<file path="config.mk">
export PLATFORM = sky130hd
export DESIGN_NAME = arm_reg_file_sb
export DESIGN_NICKNAME = d
export VERILOG_FILES = /design/src/rtl/arm_reg_file_sb.sv
export SDC_FILE = /design/constraint.sdc
export NUM_CORES = 1
export LEC_CHECK = 0
export ABC_AREA = 1
export CAP_MARGIN = 20
export CORE_MARGIN = 3
export CORE_UTILIZATION = 55
export CTS_BUF_LIST = sky130_fd_sc_hd__clkbuf_16
export CTS_CLUSTER_DIAMETER = 50
export DETAILED_ROUTE_END_ITERATION = 6
export MAX_ROUTING_LAYER = met4
export PLACE_DENSITY = 0.8
export RECOVER_POWER = 25
export SLEW_MARGIN = 10
export SYNTH_ARGS = -nofsm -noshare
export SYNTH_HDL_FRONTEND = slang
export SYNTH_SLANG_ARGS = --single-unit
</file>
<file path="constraint.sdc">
create_clock -name clk -period 28 [get_ports clk]
set_clock_uncertainty 0.1 [all_clocks]
set_input_delay 5.6 -clock clk [delete_from_list [all_inputs] [get_ports clk]]
set_output_delay 5.6 -clock clk [all_outputs]
set_load 0.01 [all_outputs]
</file>
<file path="src/rtl/arm_reg_file_sb.sv">
// Register file with a per-register pending-write scoreboard (reserve at ID, release at WB).
// Reads are combinational; counter, wb_err and any_pending updates take effect one edge later.
// No backpressure; rsv_full tells the issue stage to stall. Optional macro: ARM_RF_WRITE_BYPASS_EN.
module arm_reg_file_sb #(
    parameter int DATA_W = 32,
    parameter int ADDR_W = 4,
    parameter int PEND_W = 2
) (
    input  logic              clk,
    input  logic              rst,
    input  logic [ADDR_W-1:0] rd_addr_1,
    input  logic [ADDR_W-1:0] rd_addr_2,
    output logic [DATA_W-1:0] rd_data_1,
    output logic [DATA_W-1:0] rd_data_2,
    output logic              rd_busy_1,
    output logic              rd_busy_2,
    input  logic              rsv_en,
    input  logic [ADDR_W-1:0] rsv_addr,
    output logic              rsv_full,
    input  logic              wb_en,
    input  logic [ADDR_W-1:0] wb_addr,
    input  logic [DATA_W-1:0] wb_data,
    input  logic              flush,
    output logic              wb_err,
    output logic              any_pending
);

    localparam int NUM_REGS = 2 ** ADDR_W;
    localparam logic [PEND_W-1:0] CNT_MAX = {PEND_W{1'b1}};

    logic [DATA_W-1:0] regs    [NUM_REGS];
    logic [PEND_W-1:0] cnt     [NUM_REGS];
    logic [PEND_W-1:0] cnt_nxt [NUM_REGS];
    logic              any_nxt;
    logic              wb_under;

    // A full counter blocks further reservations to that register
    always_comb begin
        rsv_full = (cnt[rsv_addr] == CNT_MAX);
    end

    // Writeback to a register nobody reserved; a flush in the same cycle masks it
    always_comb begin
        wb_under = wb_en && (cnt[wb_addr] == '0) && !flush;
    end

    // Next counter values: simultaneous reserve and release cancel, flush clears everything
    always_comb begin
        any_nxt = 1'b0;
        for (int r = 0; r < NUM_REGS; r++) begin
            logic inc;
            logic dec;
            inc = rsv_en && (rsv_addr == ADDR_W'(r)) && !rsv_full;
            dec = wb_en && (wb_addr == ADDR_W'(r)) && (cnt[r] != '0);
            cnt_nxt[r] = cnt[r];
            if (flush) begin
                cnt_nxt[r] = '0;
            end else if (inc && !dec) begin
                cnt_nxt[r] = cnt[r] + 1'b1;
            end else if (dec && !inc) begin
                cnt_nxt[r] = cnt[r] - 1'b1;
            end
            if (cnt_nxt[r] != '0) begin
                any_nxt = 1'b1;
            end
        end
    end

    // Register array: writeback data is stored whatever the counter state
    always_ff @(posedge clk or posedge rst) begin
        if (rst) begin
            for (int r = 0; r < NUM_REGS; r++) begin
                regs[r] <= '0;
            end
        end else if (wb_en) begin
            regs[wb_addr] <= wb_data;
        end
    end

    // Scoreboard state, sticky underflow flag and registered pending summary
    always_ff @(posedge clk or posedge rst) begin
        if (rst) begin
            for (int r = 0; r < NUM_REGS; r++) begin
                cnt[r] <= '0;
            end
            wb_err      <= 1'b0;
            any_pending <= 1'b0;
        end else begin
            for (int r = 0; r < NUM_REGS; r++) begin
                cnt[r] <= cnt_nxt[r];
            end
            if (wb_under) begin
                wb_err <= 1'b1;
            end
            any_pending <= any_nxt;
        end
    end

    // Read ports; outputs are forced to zero while reset is held
`ifdef ARM_RF_WRITE_BYPASS_EN
    // Forward the in-flight writeback; busy reflects the count after this release
    always_comb begin
        rd_data_1 = regs[rd_addr_1];
        rd_busy_1 = (cnt[rd_addr_1] != '0);
        rd_data_2 = regs[rd_addr_2];
        rd_busy_2 = (cnt[rd_addr_2] != '0);
        if (wb_en && (wb_addr == rd_addr_1)) begin
            rd_data_1 = wb_data;
            rd_busy_1 = (cnt[rd_addr_1] > PEND_W'(1));
        end
        if (wb_en && (wb_addr == rd_addr_2)) begin
            rd_data_2 = wb_data;
            rd_busy_2 = (cnt[rd_addr_2] > PEND_W'(1));
        end
        if (rst) begin
            rd_data_1 = '0;
            rd_data_2 = '0;
            rd_busy_1 = 1'b0;
            rd_busy_2 = 1'b0;
        end
    end
`else
    // Plain array reads; consumers wait one cycle after writeback
    always_comb begin
        rd_data_1 = rst ? '0 : regs[rd_addr_1];
        rd_data_2 = rst ? '0 : regs[rd_addr_2];
        rd_busy_1 = !rst && (cnt[rd_addr_1] != '0);
        rd_busy_2 = !rst && (cnt[rd_addr_2] != '0);
    end
`endif

endmodule

</file>
After elaboration in Yosys (flattened, before gate mapping)
Index checks and enable logic that the tools add are counted.

Register bits after elaboration: 546. Input port bits: 53. Output and inout bits: 69. Logic and storage cells: 366.

$add $sub $neg: 32. Order comparisons: 5. Equal/unequal tests: 31. Multiplexer cells: 87. Bitwise logic cells: 4. Reductions and logical operators: 173.

Operators with widths (count): $bwmux W512 (1); $bmux W32 S4 (2); $mux W32 (7); $demux W32 S4 (1); $mux W2 (56); $logic_and A1 B1 Y1 (101); $reduce_bool A2 Y1 (34); $eq A4 B4 Y1 const B (16); $logic_not A1 Y1 (35); $add A2 B1 Y2 const B (16); $bmux W2 S4 (4); $eq A4 B3 Y1 const B (8); $sub A2 B1 Y2 const B (16); $ge A5 B5 Y1 const B (4); $not A4 Y5 (4); $eq A4 B2 Y1 const B (4); $mux W1 (16); $eq A4 B1 Y1 const B (2); $logic_not A4 Y1 (2); $lt A5 B1 Y1 const B (1); $eq A2 B2 Y1 const B (1); $logic_not A2 Y1 (1).

Depth between registers and ports, before layout
Depth after elaboration: 29. Gate-level depth with buffers: 22. Depth with buffers taken out: 20.

Worst setup path before layout
No wires, ideal clock.

Path kind: input -> output. From: input rd_addr_2[0]. To: output rd_data_2[31]. Arrival: 7.099 ns. Data required time: 22.300 ns. Path slack: 15.201 ns. Cell stages on the path: 8. Buffers on the path: 4. Path through: clkbuf_1 -> clkbuf_1 -> clkbuf_1 -> clkbuf_1 -> o21ai_0 -> nand3_1 -> nand3_1 -> a21oi_1.

Longest elaborated chain between the ends: 5.

RTL lines: start: declaration (line 12) `input logic [ADDR_W-1:0] rd_addr_2,`; $not A4 Y5 (not written as such) (line 126) `rd_data_2 = rst ? '0 : regs[rd_addr_2];`; $bmux W32 S4 (line 126); $mux W32 (not written as such) (2 in a row) (line 126); $mux W32 (line 126); end: declaration (line 14) `output logic [DATA_W-1:0] rd_data_2,`.

Every way passes these cells. The select of a mux whose other input is x is not followed.

Worst setup path in the final report
From: input rst. To: output rd_data_2[10].

Longest elaborated chain between the ends: 1.

RTL lines: start: declaration (line 10) `input logic rst,`; $mux W32 (line 126).

Every way passes these cells.

==> results.md <==
* Hpwl dp at 57,300 um
* Detailed Route Iter0 Violations at 4,484
* Root Buffer: clkbuf_16
* Post-synth top area share at 44.1%
* Synth area leaders: dfrtp_1 (44%), o21ai_0 (17%), nand2_1 (9.0%)
* Final Util at 61.3%
* Synthesized area per cell at 7.14 um2
* Worst relative slew slack at -182%
* Syn Std Cell Area at 0.0310 mm2
* Die Ht at 243 um
* First-pass detailed-route iteration total at 7
* PostCTS Resize Cnt at 0
* Horiz. Die Dim at 243 um
* Total power at 2.30 mW
* Unrepaired setup endpoints after global routing: false
* Pint at 1.56 mW
* Run status: finished with violations
* PnR worst setup slack at 11.90 ns
* CP Data Arrival Time at 10.40 ns
* Net switching power at 735 uW
* Final setup fails at 0
* Layout Cells excl Fill at 4,999
* Vias per cell at 6.21
* Synthesized instance count at 4,332
* Share of cells above drive strength 1 at 4.15%
* Fmax at 0.0621 GHz
* Power Density at 67.6 mW/mm2
* FF+latch count, synth at 546
* Clock Latency Late Sink at 0.64 ns
* Synth Net Count at 4,401
* Worst-path fanout max at 54
* CTS Buffer Depth at 3
* Startpoint Class: primary input
* Distinct cell type count after synthesis at 35
* Cell taking the most area after synthesis: dfrtp_1
* Post-CTS setup buffers at 0
* IO Pins at 122
* Clk network pwr share at 34.2%
* Failing checks: max-capacitance violations, max-slew violations
* Final worst-path cycle share at 57.5%
* Placed instance count at 4,875
* # fillers at 4,877
* Sequential-to-total area share from yosys stat at 44.1%
* All-Layer GR Usage at 35.6%
* Antenna violations before repair at 6
* Critical path class: in2out
* DRC Markers at 0
* Leakage power at 15.3 nW
* Final critical-path required period at 16.10 ns
* CTS Sinks at 546
* Count of buffers from port buffering at 121
* Clock transition at path regs at 0.06 ns
* Global route total overflow at 0
* NumNets Final at 4,261
* Core Region at 0.0554 mm2
* Max-Cap Viols at 13
* Yosys warnings at 0
* Final ANT Viol Nets at 0
* Sw Ratio at 32.0%
* Starting density of the core at 55.9%
* Sequential share of power at 45.4%
* Vias in the first global route at 28.6k
* Max-slew violations at 869
* FP Rows at 86
* H-tree depth at 2
* Pin count of the biggest net entering global routing at 182
* CTS tree: done
* Total Wirelength at 105,000 um
* CP Data Required Time at 22.30 ns
* CP Capture Type: output pin
* GPL Wtd Cong at 0.941
* Hold Buf Count CTS at 0
* Logic pwr share at 20.4%
* Pre-CTS WS at 13.21 ns
* Avg WL per Cell at 20.9 um
* Hold Vio Cnt, Final at 0
* Worst vdd ir at 0.0496 mV
* Die footprint at 0.0592 mm2
* Total negative slack at 0 ns
* First-pass GRT wire length at 162,000 um
* Min-delay worst type: reg2reg
* Worst-margin pin slew at 4.23 ns
* TritonCTS buffer count at 61
* Vias after detailed routing at 31.1k
* Area growth, synth to finish at 9.73%
==> critical path, stage by stage <==
cell and delay, ns:
clkbuf_1 0.67, clkbuf_1 2.64, a21oi_1 0.75, clkdlybuf4s50_1 0.71
==> sequential cells by signal, summed over array words and instances (netlist names) <==
| name | count |
|---|---|
| any_pending | 1 |
| cnt | 32 |
| regs | 512 |
| wb_err | 1 |
==> area by class of cell <==
class,count,area [um2],share of cell area (%)
Multi-Input combinational cell,2986,14300,42.0
Clock inverter,54,403,1.19
Clock buffer,61,1530,4.49
Inverter,429,1620,4.77
Timing Repair Buffer,168,1520,4.49
Sequential cell,546,13700,40.2
Tap cell,748,936,2.76
Antenna cell,7,17.5,0.0516
==> power by group through the flow <==
stage               Combinational (mW)  Clock, mW  Sequential [mW]
finish                           0.469      0.784             1.04
global route                     0.531      0.821             1.06
CTS                              0.461      0.787             1.04
detailed placement               0.458          0             1.05
global placement                 0.442          0             1.04
floorplan                        0.333          0             1.03
==> synth_stat cells <==
master and number:
nand4_1 12, o221ai_1 2, or2_2 1, nand3b_1 2, clkbuf_1 313, buf_1 45, nor2_1 138, nand3_1 371
a311oi_1 2, inv_1 414, a31oi_1 1, buf_4 1, nand2_4 1, a41o_1 1, nand2_1 741, a21boi_0 1
buf_2 1, o22ai_1 2, a22oi_1 1, buf_6 5, o211ai_1 66, nor2_4 1, a211oi_1 4, a21oi_1 515
nor2_2 2, clkinv_1 1, nand2_2 20, inv_2 14, clkbuf_2 6, or2_1 4, nor3_1 1, o21ai_1 1
dfrtp_1 546, ha_1 16, o21ai_0 1080
==> cells in the final DEF (no fill, tap or decap), types with 20 or more instances in the layout <==
master and n:
nand3_1 371, clkdlybuf4s50_1 109, clkbuf_16 61, a21oi_1 515
nor2_1 133, nand2_2 20, inv_1 416, o211ai_1 66
buf_4 32, nand2_1 741, clkinv_1 22, dfrtp_1 546
o21ai_0 1080
==> logic make-up (layout without fill, tap and decap cells) <==
kind of cell               after synthesis  count (layout)  synth area share, %
AOI/OAI and AO/OA                     1676            1676                 27.8
and+or+nand+nor                       1294            1294                 17.6
buffers and inverters                  800             712                 9.86
DFF                                    546             546                 44.1
adders and majority gates               16              16                0.647
other                                    0               7                    0
==> path summary, 6_finish.rpt <==
path	start	end	slack, ns	cells after the start
setup / recovery	rst	rd_data_2[10]	11.90	4
hold / removal	wb_err$_DFFE_PP0P_	wb_err$_DFFE_PP0P_	0.39	1
setup reg to reg	cnt[25]$_DFF_PP0_	any_pending$_DFF_PP0_	25.16	17
hold reg to reg	wb_err$_DFFE_PP0P_	wb_err$_DFFE_PP0P_	0.39	1
max in group asynchronous	rst	regs[221]$_DFFE_PP0P_	14.38	4
min in group asynchronous	rst	regs[416]$_DFFE_PP0P_	9.05	3
==> through the flow <==
stage | instance area [um2] | hold WS, ns
floorplan | 31000 | 0.363
global placement | 32100 | 0.378
detailed placement | 32100 | 0.370
CTS | 34000 | 0.383
global route | 34000 | 0.403
finish | 34000 | 0.385
==> per-layer routing <==
| metal | part of all wire [%] | wire (um) | vias up | GRT usage (%) |
|---|---|---|---|---|
| li1 | - | - | 14200 | - |
| met1 | 39 | 41200 | 14300 | 47.7 |
| met2 | 43 | 44700 | 2107 | 51.5 |
| met3 | 12 | 12900 | 401 | 7.27 |
| met4 | 5.5 | 5780 | 0 | 17.6 |
| met5 | 0 | 0 | - | - |
Note: power is estimated with default switching activity, not from simulation.
